### config.mk
export PLATFORM = sky130hd
export DESIGN_NAME = ringosc_entropy_sampler
export DESIGN_NICKNAME = d
export VERILOG_FILES = /design/src/rtl/entropy_pkg.sv /design/src/rtl/bit_synchronizer.sv /design/src/rtl/ringosc_entropy_sampler.sv
export SDC_FILE = /design/constraint.sdc
export NUM_CORES = 1
export LEC_CHECK = 0
export ABC_AREA = 1
export CORE_ASPECT_RATIO = 0.5
export CORE_MARGIN = 2
export CORE_UTILIZATION = 54
export DETAILED_ROUTE_END_ITERATION = 6
export GPL_TIMING_DRIVEN = 0
export PLACE_DENSITY_LB_ADDON = 0.15
export SKIP_LAST_GASP = 1
export SLEW_MARGIN = 15
export SYNTH_ARGS = -nofsm -noshare
export SYNTH_HDL_FRONTEND = slang
export SYNTH_SLANG_ARGS = --single-unit
### constraint.sdc
create_clock -name clk -period 2.08 [get_ports clk]
set_clock_uncertainty 0.15 [all_clocks]
set_input_delay 0.624 -clock clk [delete_from_list [all_inputs] [get_ports clk]]
set_output_delay 0.624 -clock clk [all_outputs]
set_load 0.02 [all_outputs]
### src/rtl/entropy_pkg.sv
// rtl/entropy_pkg.sv - FSM encodings and counter-width helper for the entropy sampler
package entropy_pkg;

  localparam logic [1:0] ST_IDLE   = 2'd0;
  localparam logic [1:0] ST_FIRST  = 2'd1;
  localparam logic [1:0] ST_SECOND = 2'd2;

  // Counters hold 0..n-1; a one-value range still needs a single bit.
  function automatic int cnt_w(input int n);
    return (n <= 2) ? 1 : $clog2(n);
  endfunction

endpackage

### src/rtl/bit_synchronizer.sv
// rtl/bit_synchronizer.sv - multi-flop synchronizer bringing an async bit into the clk domain
module bit_synchronizer #(
  parameter int STAGES = 2
) (
  input  logic clk_i,
  input  logic rst_i,
  input  logic d_i,
  output logic q_o
);

  (* ASYNC_REG = "TRUE" *) logic [STAGES-1:0] sync_q;

  always_ff @(posedge clk_i) begin
    if (rst_i) sync_q <= '0;
    else       sync_q <= {sync_q[STAGES-2:0], d_i};
  end

  assign q_o = sync_q[STAGES-1];

endmodule

### src/rtl/ringosc_entropy_sampler.sv
// rtl/ringosc_entropy_sampler.sv - ring-oscillator sampler, optional debias, word packer
// Von Neumann debiasing is built in when RINGOSC_VON_NEUMANN_EN is defined.
module ringosc_entropy_sampler
  import entropy_pkg::*;
#(
  parameter int WIDTH       = 32,
  parameter int SAMPLE_DIV  = 4,
  parameter int SYNC_STAGES = 2
) (
  input  logic             clk,
  input  logic             rst,
  input  logic             osc_in,
  input  logic             enable,
  output logic [WIDTH-1:0] word_out,
  output logic             word_valid,
  input  logic             word_ready,
  output logic             overrun,
  input  logic             overrun_clr
);

  localparam int DIV_W = cnt_w(SAMPLE_DIV);
  localparam int BIT_W = cnt_w(WIDTH);

  logic             osc_s, tick, sample, bit_valid, bit_val, word_done, slot_free;
  logic [DIV_W-1:0] div_q, div_d;
  logic [1:0]       state_q, state_d;
  logic [BIT_W-1:0] bit_cnt_q, bit_cnt_d;
  logic [WIDTH-1:0] shreg_q, shreg_d, shreg_shift, word_q, word_d;
  logic             valid_q, valid_d, ovr_q, ovr_d;

  bit_synchronizer #(.STAGES(SYNC_STAGES)) u_sync (
    .clk_i (clk),
    .rst_i (rst),
    .d_i   (osc_in),
    .q_o   (osc_s)
  );

  assign tick   = enable && (div_q == DIV_W'(SAMPLE_DIV - 1));
  // Ticks only count once the FSM has left IDLE.
  assign sample = tick && (state_q != ST_IDLE);

  always_comb begin
    div_d = div_q + DIV_W'(1);
    if (!enable || tick) div_d = '0;
  end

`ifdef RINGOSC_VON_NEUMANN_EN
  logic first_q, first_d;

  always_comb begin
    first_d = first_q;
    if (sample && state_q == ST_FIRST) first_d = osc_s;
  end

  assign bit_valid = sample && (state_q == ST_SECOND) && (first_q != osc_s);
  assign bit_val   = first_q;

  always_ff @(posedge clk) begin
    if (rst) first_q <= 1'b0;
    else     first_q <= first_d;
  end
`else
  assign bit_valid = sample;
  assign bit_val   = osc_s;
`endif

  always_comb begin
    state_d = state_q;
    case (state_q)
      ST_IDLE: if (enable) state_d = ST_FIRST;
      default: begin
        if (!enable) state_d = ST_IDLE;
`ifdef RINGOSC_VON_NEUMANN_EN
        else if (sample) state_d = (state_q == ST_FIRST) ? ST_SECOND : ST_FIRST;
`endif
      end
    endcase
  end

  assign shreg_shift = {shreg_q[WIDTH-2:0], bit_val};
  assign word_done   = bit_valid && (bit_cnt_q == BIT_W'(WIDTH - 1));

  always_comb begin
    shreg_d   = shreg_q;
    bit_cnt_d = bit_cnt_q;
    if (!enable) begin
      shreg_d   = '0;
      bit_cnt_d = '0;
    end else if (bit_valid) begin
      shreg_d   = shreg_shift;
      bit_cnt_d = word_done ? '0 : bit_cnt_q + BIT_W'(1);
    end
  end

  // A finished word takes the output slot only if it is empty or draining this cycle.
  assign slot_free = !valid_q || word_ready;

  always_comb begin
    word_d  = word_q;
    valid_d = valid_q;
    ovr_d   = ovr_q;
    if (word_done && slot_free) begin
      word_d  = shreg_shift;
      valid_d = 1'b1;
    end else if (valid_q && word_ready) begin
      valid_d = 1'b0;
    end
    if (overrun_clr) ovr_d = 1'b0;
    if (word_done && !slot_free) ovr_d = 1'b1;
  end

  always_ff @(posedge clk) begin
    if (rst) begin
      div_q     <= '0;
      state_q   <= ST_IDLE;
      bit_cnt_q <= '0;
      shreg_q   <= '0;
      word_q    <= '0;
      valid_q   <= 1'b0;
      ovr_q     <= 1'b0;
    end else begin
      div_q     <= div_d;
      state_q   <= state_d;
      bit_cnt_q <= bit_cnt_d;
      shreg_q   <= shreg_d;
      word_q    <= word_d;
      valid_q   <= valid_d;
      ovr_q     <= ovr_d;
    end
  end

  assign word_out   = word_q;
  assign word_valid = valid_q;
  assign overrun    = ovr_q;

endmodule

**Yosys cells after proc, flatten, opt, wreduce, memory -nomap -nowiden**

Cells that the tools add are included.

- Flip-flop bits (word level): 76
- Bits of input ports: 6
- Output and inout bits: 34
- Logic and storage cells: 41

- Add/sub/neg operators: 2
- Equality and inequality tests: 4
- Muxes and demuxes: 8
- Bitwise logic cells: 1
- Reductions and logical operators: 18

Operators with widths:

| cell | number |
|---|---|
| $logic_and 1x1->1 | 6 |
| $mux 2 | 3 |
| $reduce_bool 2->1 | 3 |
| $add 5x1->5 const B | 1 |
| $eq 5x5->1 const B | 1 |
| $mux 5 | 1 |
| $mux 1 | 4 |
| $reduce_or 2->1 | 2 |
| $logic_not 1->1 | 3 |
| $add 2x1->2 const B | 1 |
| $eq 2x2->1 const B | 1 |
| $logic_not 2->1 | 1 |
| $logic_or 1x1->1 | 2 |
| $ne 2x1->1 const B | 1 |
| $ne 2x2->1 const B | 1 |
| $reduce_and 2->1 | 1 |
| $not 1->1 | 1 |

**Longest topological paths before layout**

Gate-level depths: netlist (run 1).

- Depth in word-level cells: 6
- Depth in mapped cells: 10
- Mapped depth without buffers: 8

**Hierarchy**

Synthesis (run 1) repeated with hierarchy kept, for this count alone.

- Cell total of the unflattened synthesis: 373
- Area total of the unflattened synthesis: 2,900.3 um^2

By module, submodules not included:

| module | instances | cells each | area each (um^2) | seq. area each (um^2) |
|---|---|---|---|---|
| ringosc_entropy_sampler | 1 | 367 | 2,845.2 | 1,461.4 |
| bit_synchronizer | 1 | 6 | 55.1 | 40.0 |

**Worst setup path before layout (run 1)**

No wires, ideal clock.

- Kind: reg2reg
- Start point: register bit_cnt_q[0]
- End point: register word_q[0] (netlist: word_out[0])
- Setup time: 0.064 ns
- Arrival: 1.565 ns
- Data required time: 1.866 ns
- Setup slack: 0.301 ns
- Stages on the path, launching flop included: 11
- Buffers on the path: 2
- Cells stage by stage: dfxtp_1 -> ha_1 -> inv_1 -> nor3_1 -> ha_1 -> buf_2 -> nand4_2 -> nor2_4 -> buf_6 -> nor2_1 -> nor2_1

- Longest elaborated chain between the ends: 3

Ends and longest elaborated chain:

| item | line | text |
|---|---|---|
| start, declared | ringosc_entropy_sampler.sv:27 | `logic [BIT_W-1:0] bit_cnt_q, bit_cnt_d;` |
| start signal, assigned | ringosc_entropy_sampler.sv:124 | `bit_cnt_q <= bit_cnt_d;` |
| $eq 5x5->1 | ringosc_entropy_sampler.sv:81 | `assign word_done = bit_valid && (bit_cnt_q == BIT_W'(WIDTH - 1));` |
| $logic_and 1x1->1 | ringosc_entropy_sampler.sv:81 |  |
| $logic_and 1x1->1 | ringosc_entropy_sampler.sv:102 | `if (word_done && slot_free) begin` |
| end signal, assigned | ringosc_entropy_sampler.sv:126 | `word_q <= word_d;` |
| end, declared | ringosc_entropy_sampler.sv:28 | `logic [WIDTH-1:0] shreg_q, shreg_d, shreg_shift, word_q, word_d;` |

No other way between the ends.
A chain may end at the register's enable or synchronous reset.

**Worst setup path in the final report (run 1)**

- Start point: input port enable
- End point: register word_q[20] (netlist: word_out[20])

- Longest elaborated chain between the ends: 4

Ends and longest elaborated chain:

| item | line | text |
|---|---|---|
| start, declared | ringosc_entropy_sampler.sv:13 | `input logic enable,` |
| $logic_and 1x1->1 | ringosc_entropy_sampler.sv:38 | `assign tick = enable && (div_q == DIV_W'(SAMPLE_DIV - 1));` |
| $logic_and 1x1->1 | ringosc_entropy_sampler.sv:40 | `assign sample = tick && (state_q != ST_IDLE);` |
| $logic_and 1x1->1 | ringosc_entropy_sampler.sv:81 |  |
| $logic_and 1x1->1 | ringosc_entropy_sampler.sv:102 |  |

No other way between the ends.

==> metrics.cfg, run 1 <==
[cells_and_area]
stdcell_count = 504
regArea_um2 = 1500
final_area_um2 = 3770
num_antenna_cells = 0
fill_cells = 378
fin_nets = 438
area_growth_pct = 29.2
multiInputGateArea_um2 = 1120
drive_gt1_frac = 0.108

[power]
peakVddDrop_v = 0.000413
powerDensity_nw_per_um2 = 724
leakage_uw = 0.00193

[die]
die-width_um = 108
start_util = 0.577
core-area_um2 = 5070
io_pins = 40
die_y_um = 56.0
rows = 18
die-area_um2 = 6050

[routing]
drc = 0
dr.pass1.iters = 4
wl_per_cell_um = 13.2
viasPerCell = 5.23
drt_iter0_markers = 120
totalWireLength_um = 6630
dr_total_vias = 2637
ant_nets = 0

[place]
pre_cts_ws_ns = -0.189
place_area_um2 = 3400
dp_cells = 481
io_buffers = 39
dp_hpwl_um = 4240
gp_congestion = 0.795

[logic_synthesis]
ys_seq_area_frac = 0.514
ys.flop_type = dfxtp_1
synth_commonest_cells = dfxtp_1 (75), nor2_1 (70), inv_1 (42), nand2_1 (42), a21oi_1 (35)
synth_top_area_share = 0.514
yosysMostFrequentCell = dfxtp_1
syn_inst = 372
synth_top_cell_by_area = dfxtp_1
syn-num-nets = 381
yosysUniqueCellTypes = 23
synth-seq-cells = 75
synth.avg_cell_area_um2 = 7.86
netlist_area_um2 = 2920
synthTopCellsByArea = dfxtp_1 (51%), nor2_1 (9.0%), nand4_1 (6.8%)
yosysWarnings = 0
synth-edff-count = 0
async_reset_ff_frac = 0

[timing]
finalSetupViolations = 0
slew_headroom = 0.712
fin_ws_ns = 0.0871
setup_tns_ns = 0
finalCritPeriodShare = 0.958
tightest_slew_ns = 0.432
maxSlewViolCount = 0
period_needed_ns = 1.99
hold_viol_final = 0
timing.hold.ws_ns = 0.268
fmax_mhz = 502

[grt]
grt_pass1_vias = 2385
grt_pass1_wl_um = 10600
grt_usage = 0.220
antenna_found_initial = 0
grt_max_degree = 14
grt-ovfl-total = 0

[critical_path]
cp_num_buf_inv = 3
endpoint_kind = flip-flop
start_kind = primary input
crit_type = primary input to flip-flop
cpPeakStageDelay_ns = 0.62
crit_arrival_ns = 2.08
cp_data_required_time_ns = 2.17
ff2ff_setup_slack_ns = 0.14
crit_fanout = 10
crit_chain = clkdlybuf4s50_1, inv_2, nor2_4, buf_4, nand4_1, nand2_1, nor2_1
cpLargestDelayFamily = buffers and inverters
cpMaxStageDelayCell = clkdlybuf4s50_1

[clock_network]
root_buffer = clkbuf_8
clkTransAtPathRegs_ns = 0.08
clk_path_buf_depth = 2
cts_htree_levels = 3
clkLatencyLatePin_ns = 0.34
cts_sinks = 75
cts_hold_repair.buffers = 0
cts_tree = done
cts_made_buffers = 9

[flow_run]
maxCapViolations = 0

[hold_path]
worstHoldPathType = flip-flop to flip-flop

[run_status]
status = completed

tightest hold or removal path, delay by kind of cell, from the launching register on:
kind,cells,cell delay [ns]
flip-flops,1,0.31
buffers and inverters,1,0.05
AND/OR/NAND/NOR,1,0.03
stage by stage:
stage           util  total power (µW)
2_1_floorplan      -              1530
3_3_place_gp   0.671              1550
3_5_place_dp   0.671              1550
4_1_cts        0.715              2750
5_1_grt        0.745              2830
6_report       0.745              2730
final timing paths:
check / startpoint / to / cells after the start
hold / removal: u_sync.sync_q[0] / u_sync.sync_q[1] / 2
hold reg to reg: u_sync.sync_q[0] / u_sync.sync_q[1] / 2
setup / recovery: enable / word_out[20] / 7
setup reg to reg: bit_cnt_q[0] / word_out[7] / 11
registers in the layout (all words and copies together), names as in the netlist:
name,cells
word_valid,1
word_out,32
shreg_q,31
bit_cnt_q,5
div_q,2
u_sync.sync_q,2
state_q,1
overrun,1
what timing repair did:
action                     CTS  global route
pin swaps                    1             1
setup buffers                1             3
setup endpoints to repair    7            61
gates cloned                 0             3
gates resized for setup      6            41
final cells by class:
class | count | share of cell area
Inverter | 43 | 0.0428
Multi-Input combinational cell | 228 | 0.296
Timing Repair Buffer | 46 | 0.138
Tap cell | 70 | 0.0232
Sequential cell | 75 | 0.398
Clock inverter | 6 | 0.0239
Buffer | 26 | 0.0441
Clock buffer | 10 | 0.0338
cell families after synthesis:
kind of cell / share of synthesized area
compound gates: 0.116
flops: 0.514
simple gates: 0.245
xor+xnor: 0.00300
fa+ha+maj: 0.0128
buf+inv: 0.109
per-layer routing:
layer	track usage	up-vias	routed length, µm
li1	-	1320	-
met1	0.288	1240	3010
met2	0.341	70	3210
met3	0.0785	7	364
met4	0.0714	0	51
met5	0	-	0
cell usage in the layout (no fill, tap or decap):
cell	synthesis	layout
o21ai_0	30	30
nand4_1	32	32
nand3b_1	1	1
nor2_4	3	3
nor3_2	0	1
nand2_1	42	42
dfxtp_1	75	73
a21oi_1	35	35
clkinv_4	0	2
xor2_1	1	1
ha_1	3	3
dfxtp_2	0	2
inv_2	1	1
inv_1	42	42
nor3b_1	1	1
nand3_1	3	3
bufinv_16	0	2
clkinvlp_4	0	1
buf_1	4	2
clkbuf_2	0	3
nor3_1	2	1
dlymetal6s2s_1	0	29
o21ai_1	3	3
nand3_2	1	1
dlygate4sd2_1	0	5
buf_6	6	8
buf_4	2	5
clkbuf_8	0	9
nand4_4	0	1
clkinv_2	0	1
buf_12	0	1
clkdlybuf4s50_1	0	5
nor2_1	70	70
buf_2	5	6
clkbuf_1	9	9
report_power, final:
| part | switching (µW) | leakage, µW | total, µW | internal, µW |
|---|---|---|---|---|
| registers | 3.21 | 0.000606 | 1440 | 1440 |
| clock network | 534 | 0.000106 | 1210 | 678 |
| logic | 48.2 | 0.00122 | 77.4 | 29.2 |
Note: power is estimated with default switching activity, not from simulation.
==> run 2, diff against run 1 <==
--- a/config.mk
+++ b/config.mk
@@ -8,7 +8,7 @@
 export ABC_AREA = 1
 export CORE_ASPECT_RATIO = 0.5
 export CORE_MARGIN = 2
-export CORE_UTILIZATION = 54
+export CORE_UTILIZATION = 41
 export DETAILED_ROUTE_END_ITERATION = 6
 export GPL_TIMING_DRIVEN = 0
 export PLACE_DENSITY_LB_ADDON = 0.15
==> run 2 against run 1 <==
  * Total power is 7.7% higher
  * Worst setup slack worse by 0.054 ns
  * Final cell count is 3.6% higher
  * Fmax is 2.6% lower
  * Die area is 30% higher
  * Global-route usage is 4.3 points lower
  * Sequential power hardly changed
  * Clock-buffer cell count is 4 higher
  * Hold slack worse by 0.015 ns
  * Critical path type is now flip-flop to output pin
  * Critical endpoint is now word_out[18]
  * Highest routed layer unchanged
==> metrics.cfg, run 2 (synthesis gave the netlist of run 1 again) <==
[critical_path]
endpoint_kind = output pin  ; was flip-flop
cp_num_buf_inv = 1  ; was 3
rr_endpoint = word_out[18]  ; was word_out[7]
cpLargestDelayFamily = buffers and inverters  ; unchanged
cp_num_cells = 1  ; was 7
crit_fanout = 2  ; was 10
cpMaxStageDelayCell = clkdlybuf4s50_1  ; unchanged
start_kind = flip-flop  ; was primary input
cpPeakStageDelay_ns = 0.60  ; was 0.62 ns
crit_chain = clkdlybuf4s50_1  ; was clkdlybuf4s50_1, inv_2, nor2_4, buf_4, nand4_1, nand2_1, nor2_1
cp_data_required_time_ns = 1.31  ; was 2.17 ns
crit_type = flip-flop to output pin  ; was primary input to flip-flop
reg2regPathDepth = 11  ; unchanged
ff2ff_setup_slack_ns = 0.14  ; about the same
crit_arrival_ns = 1.27  ; was 2.08 ns
r2r_start = bit_cnt_q[0]  ; unchanged

[clock_network]
clkLatencyLatePin_ns = 0.33  ; was 0.34 ns
cts_hold_repair.buffers = 0  ; unchanged
cts_htree_levels = 3  ; unchanged
clk_path_buf_depth = 2  ; unchanged
cts_sinks = 75  ; unchanged
clkTransAtPathRegs_ns = 0.05  ; was 0.08 ns
root_buffer = clkbuf_16  ; was clkbuf_8
cts_tree = done  ; unchanged
cts_made_buffers = 9  ; unchanged

[grt]
grt_pass1_wl_um = 10900  ; was 10,600 µm
grt_usage = 0.178  ; was 0.220
grt-ovfl-total = 0  ; unchanged
grt_max_degree = 12  ; was 14
antenna_found_initial = 0  ; unchanged
grt_pass1_vias = 2430  ; was 2,385

[cells_and_area]
multiInputGateArea_um2 = 1120  ; unchanged
drive_gt1_frac = 0.0953  ; was 0.108
fin_nets = 434  ; was 438
final_cell_mix = dfxtp_1 (73), nor2_1 (70), inv_1 (42), nand2_1 (42), a21oi_1 (35)  ; unchanged
final_common_cell = dfxtp_1  ; unchanged
regArea_um2 = 1500  ; unchanged
num_antenna_cells = 0  ; unchanged
area_growth_pct = 29.3  ; was 29.2%
largest_register_ffs = 32  ; unchanged
finish.utilization = 0.558  ; was 0.745
fill_cells = 651  ; was 378

[timing]
timing.hold.ws_ns = 0.253  ; was 0.268 ns
finalSetupViolations = 0  ; unchanged
period_needed_ns = 2.05  ; was 1.99 ns
finalCritPeriodShare = 0.984  ; was 0.958
slew_headroom = 0.700  ; was 0.712
tightest_slew_ns = 0.450  ; was 0.432 ns
maxSlewViolCount = 0  ; unchanged
fin_ws_ns = 0.0336  ; was 0.0871 ns
hold_viol_final = 0  ; unchanged
fmax_mhz = 489  ; was 502 MHz

[hold_path]
holdPathEnd = u_sync.sync_q[1]  ; unchanged
min_path_cells = 2  ; unchanged
min_from = u_sync.sync_q[0]  ; unchanged
worstHoldPathType = flip-flop to flip-flop  ; unchanged

[die]
start_util = 0.431  ; was 0.577
rows = 21  ; was 18
die-area_um2 = 7860  ; was 6050 µm²
die_y_um = 63.7  ; was 56.0 µm
core-area_um2 = 6780  ; was 5070 µm²
die-width_um = 123  ; was 108 µm
io_pins = 40  ; unchanged

[power]
powerDensity_nw_per_um2 = 778  ; was 724 nW/µm²
peakVddDrop_v = 0.000389  ; was 0.000413 V
leakage_uw = 0.00152  ; was 0.00193 µW
power.total_uw = 2940  ; was 2730 µW

[place]
pre_cts_ws_ns = -0.182  ; was -0.189 ns
io_buffers = 39  ; unchanged
dp_hpwl_um = 4480  ; was 4240 µm
gp_congestion = 0.787  ; was 0.795

[routing]
wl_per_cell_um = 12.4  ; was 13.2 µm
drt_iter0_markers = 183  ; was 120
dr_total_vias = 2577  ; was 2,637
ant_nets = 0  ; unchanged
dr.pass1.iters = 5  ; was 4
viasPerCell = 4.94  ; was 5.23
totalWireLength_um = 6480  ; was 6630 µm
drc = 0  ; unchanged

[run_status]
status = completed  ; unchanged

[flow_run]
maxCapViolations = 0  ; unchanged

## run 2: changes by cell type in the layout (fill, tap and decap cells not counted), sizes merged
cell | previous run | this run
dlygate4sd2 | 5 | 0
dlymetal6s2s | 29 | 8
bufinv | 2 | 0
clkdlybuf4s50 | 5 | 31
clkinv | 3 | 2
clkinvlp | 1 | 0
clkbuf | 21 | 25
buf | 22 | 18
## run 2: final cells by class
cell class / instances / area share
Clock buffer: 14 / 0.0698
Multi-Input combinational cell: 228 / 0.296
Buffer: 26 / 0.0430
Clock inverter: 2 / 0.00265
Timing Repair Buffer: 42 / 0.118
Sequential cell: 75 / 0.398
Inverter: 43 / 0.0427
Tap cell: 92 / 0.0305
## run 2: how the worst max path moves through the flow
| stage | from | end | slack, ns |
|---|---|---|---|
| 3_5_place_dp | enable | word_out[3] | -0.18 |
| 2_1_floorplan | bit_cnt_q[0] | word_out[0] | 0.30 |
| 6_report | word_out[18] | word_out[18] | 0.03 |
| 4_1_cts | bit_cnt_q[0] | word_out[18] | 0.002 |
| 3_3_place_gp | enable | word_out[10] | -0.16 |
| 5_1_grt | word_out[11] | word_out[11] | -0.007 |
## run 2: timing repair
action | CTS | global route
resized for setup | 0 | 20
buffers inserted | 0 | 1
endpoints found under the setup margin | 0 | 39
hold endpoints to repair | 0 | 0
## run 2: metrics by stage
stage | cell area, µm² | std cells | TNS (ns)
floorplan | 2920 | 372 | 0
global placement | 3430 | 503 | -4.72
detailed placement | 3430 | 503 | -6.53
CTS | 3700 | 519 | 0
global route | 3780 | 522 | -0.00692
finish | 3780 | 522 | 0
## run 2: layer usage
layer  up-vias  wire length, µm  global-route usage
met4         0               97              0.0696
met3         9              317              0.0616
met5         -                0                   0
met2        58             2980               0.275
met1      1200             3090               0.226
li1       1310                -                   -
## run 2: power by group
| part | internal, µW | switching [µW] |
|---|---|---|
| logic | 29.2 | 47.9 |
| clock network | 869 | 550 |
| registers | 1440 | 3.08 |
==> variant (flow settings as in run 2) <==
Register the output `overrun` once more, cleared by the reset; this adds one clock of latency there. The other outputs are not delayed to match.
--- a/src/rtl/ringosc_entropy_sampler.sv
+++ b/src/rtl/ringosc_entropy_sampler.sv
@@ -133,3 +133,9 @@
   assign word_valid = valid_q;
-  assign overrun    = ovr_q;
+  always_ff @(posedge clk) begin
+    if (rst) begin
+      overrun <= '0;
+    end else begin
+      overrun <= ovr_q;
+    end
+  end
 
Formal check against the unedited RTL: same outputs for any inputs over 10 cycles, from zero or initial values and one cycle with rst high; that may be too few to reach the edited logic, so the function may still have changed.
==> variant against run 2 <==
- setup slack lost 0.0046 ns
- sequential cell count grew 1
- first-iteration DRC count shrank 35%
- wire length grew 9.3%
- cell count grew 2.3%
- sequential share of layout area shrank 1.3 points
- global-route usage is essentially flat
- combinational power grew 7.3%
- area after synthesis grew 3.3%
- total power shrank 0.26%
- count of clock-buffer cells in the layout shrank 4
- cell area grew 4.9%
- highest routed layer unchanged
==> variant: results (changes against run 2) <==
[floorplan]
initial_core_util = 0.417  ; -0.0143

[run_status]
status = completed

[detailed_routing]
dr.pass1.iters = 4  ; -1
routedWlPerCell_um = 13.3  ; +6.9%
first_iter_violations = 119  ; -35%
vias = 2570  ; -0.27%

[sta]
fin_crit_ns = 2.05  ; +0.00462 ns
worst_slew_pin_slew_ns = 0.534  ; +0.0838 ns

[clock_tree]
clk-insertion-delay-late_ns = 0.33  ; about the same

[layout]
fill_cells = 685  ; +5.2%
antenna_cells = 0  ; unchanged
drive_gt1_frac = 0.139  ; +0.0439
finalNetCount = 443  ; +2.1%

[global_route]
grt_pass1_wl_um = 11300  ; +4.2%
grt_usage = 0.178  ; +0.000493
antenna_found_initial = 0  ; unchanged
grt_max_degree = 13  ; +1
grt_pass1_vias = 2446  ; +0.66%

[setup_path]
critical_path.top_delay_family = buffers and inverters
ff2ff_path_depth = 10  ; -1
r2r_end = word_out[19]
worst-r2r-setup-slack_ns = 0.09  ; -0.05 ns
r2r-start = bit_cnt_q[1]

[place]
post_dp_cell_area_um2 = 3530  ; +2.9%
place_congestion = 0.748  ; -5.0%

[synthesis]
syn_nets = 382  ; +0.26%
yosysSeqAreaShare = 0.504  ; -0.00955
synth_commonest_cells = dfxtp_1, nor2_1, nand2_1, inv_1, a21oi_1
synthTopCellsByArea = dfxtp_1, nor2_1, nand4_1

[power]
p_leak_uw = 0.00185  ; +22%
vdd_ir_drop_max_mv = 0.348  ; -11%

variant: report_power, final:
part	switching (uW)	leakage [uW]	internal (uW)
clock network	562	0.000138	825
logic	51.0	0.00110	31.8
registers	3.29	0.000614	1460
total	616	0.00185	2320
variant: final cells by class:
cell class,count,area (um^2),area share
sequential,76,1520,0.384
multi-input combinational,228,1170,0.295
timing repair buffer,50,526,0.133
clock buffer,10,239,0.0603
buffer,26,196,0.0496
inverter,43,161,0.0407
tap,96,120,0.0303
clock inverter,5,28.8,0.00726
variant: timing repair:
action                                  CTS  global route
buffers inserted                          1             7
endpoints found under the setup margin    1            50
endpoints found under the hold margin     0             0
gates resized for setup                   0            38
pin swaps                                 1             5
cloned                                    0             3
variant: logic make-up after synthesis:
logic type | synth area share
xor gates and xnor gates | 0.00290
buffers and inverters | 0.117
AOI/OAI and AO/OA | 0.114
and+or+nand+nor | 0.249
DFF | 0.504
adders and majority gates | 0.0124
variant: how the worst max path moves through the flow:
stage | from | end | slack (ns) | cells past startpoint
4_1_cts | bit_cnt_q[0] | word_out[11] | 0.003 | 10
2_1_floorplan | bit_cnt_q[0] | word_out[0] | 0.34 | 10
3_3_place_gp | rst | word_out[23] | -0.19 | 5
3_5_place_dp | rst | word_out[29] | -0.25 | 5
6_report | word_valid | word_valid | 0.03 | 1
5_1_grt | word_out[31] | word_out[31] | 0.002 | 1
variant: per-stage QoR:
stage          instances  total power (uW)  setup WS, ns  hold slack [ns]
6_report             534              2930        0.0289            0.261
5_1_grt              534              3030       0.00216            0.300
4_1_cts              524              2970       0.00299            0.262
3_5_place_dp         508              1580        -0.249            0.252
3_3_place_gp         508              1580        -0.192            0.244
2_1_floorplan        373              1550         0.343            0.238
variant: metal layers:
layer  global-route usage  up-vias  share of wire
met2                0.280       63           0.42
met5                    0        -              0
li1                     -     1332              -
met3               0.0619        8          0.054
met1                0.228     1167           0.51
met4               0.0667        0          0.012
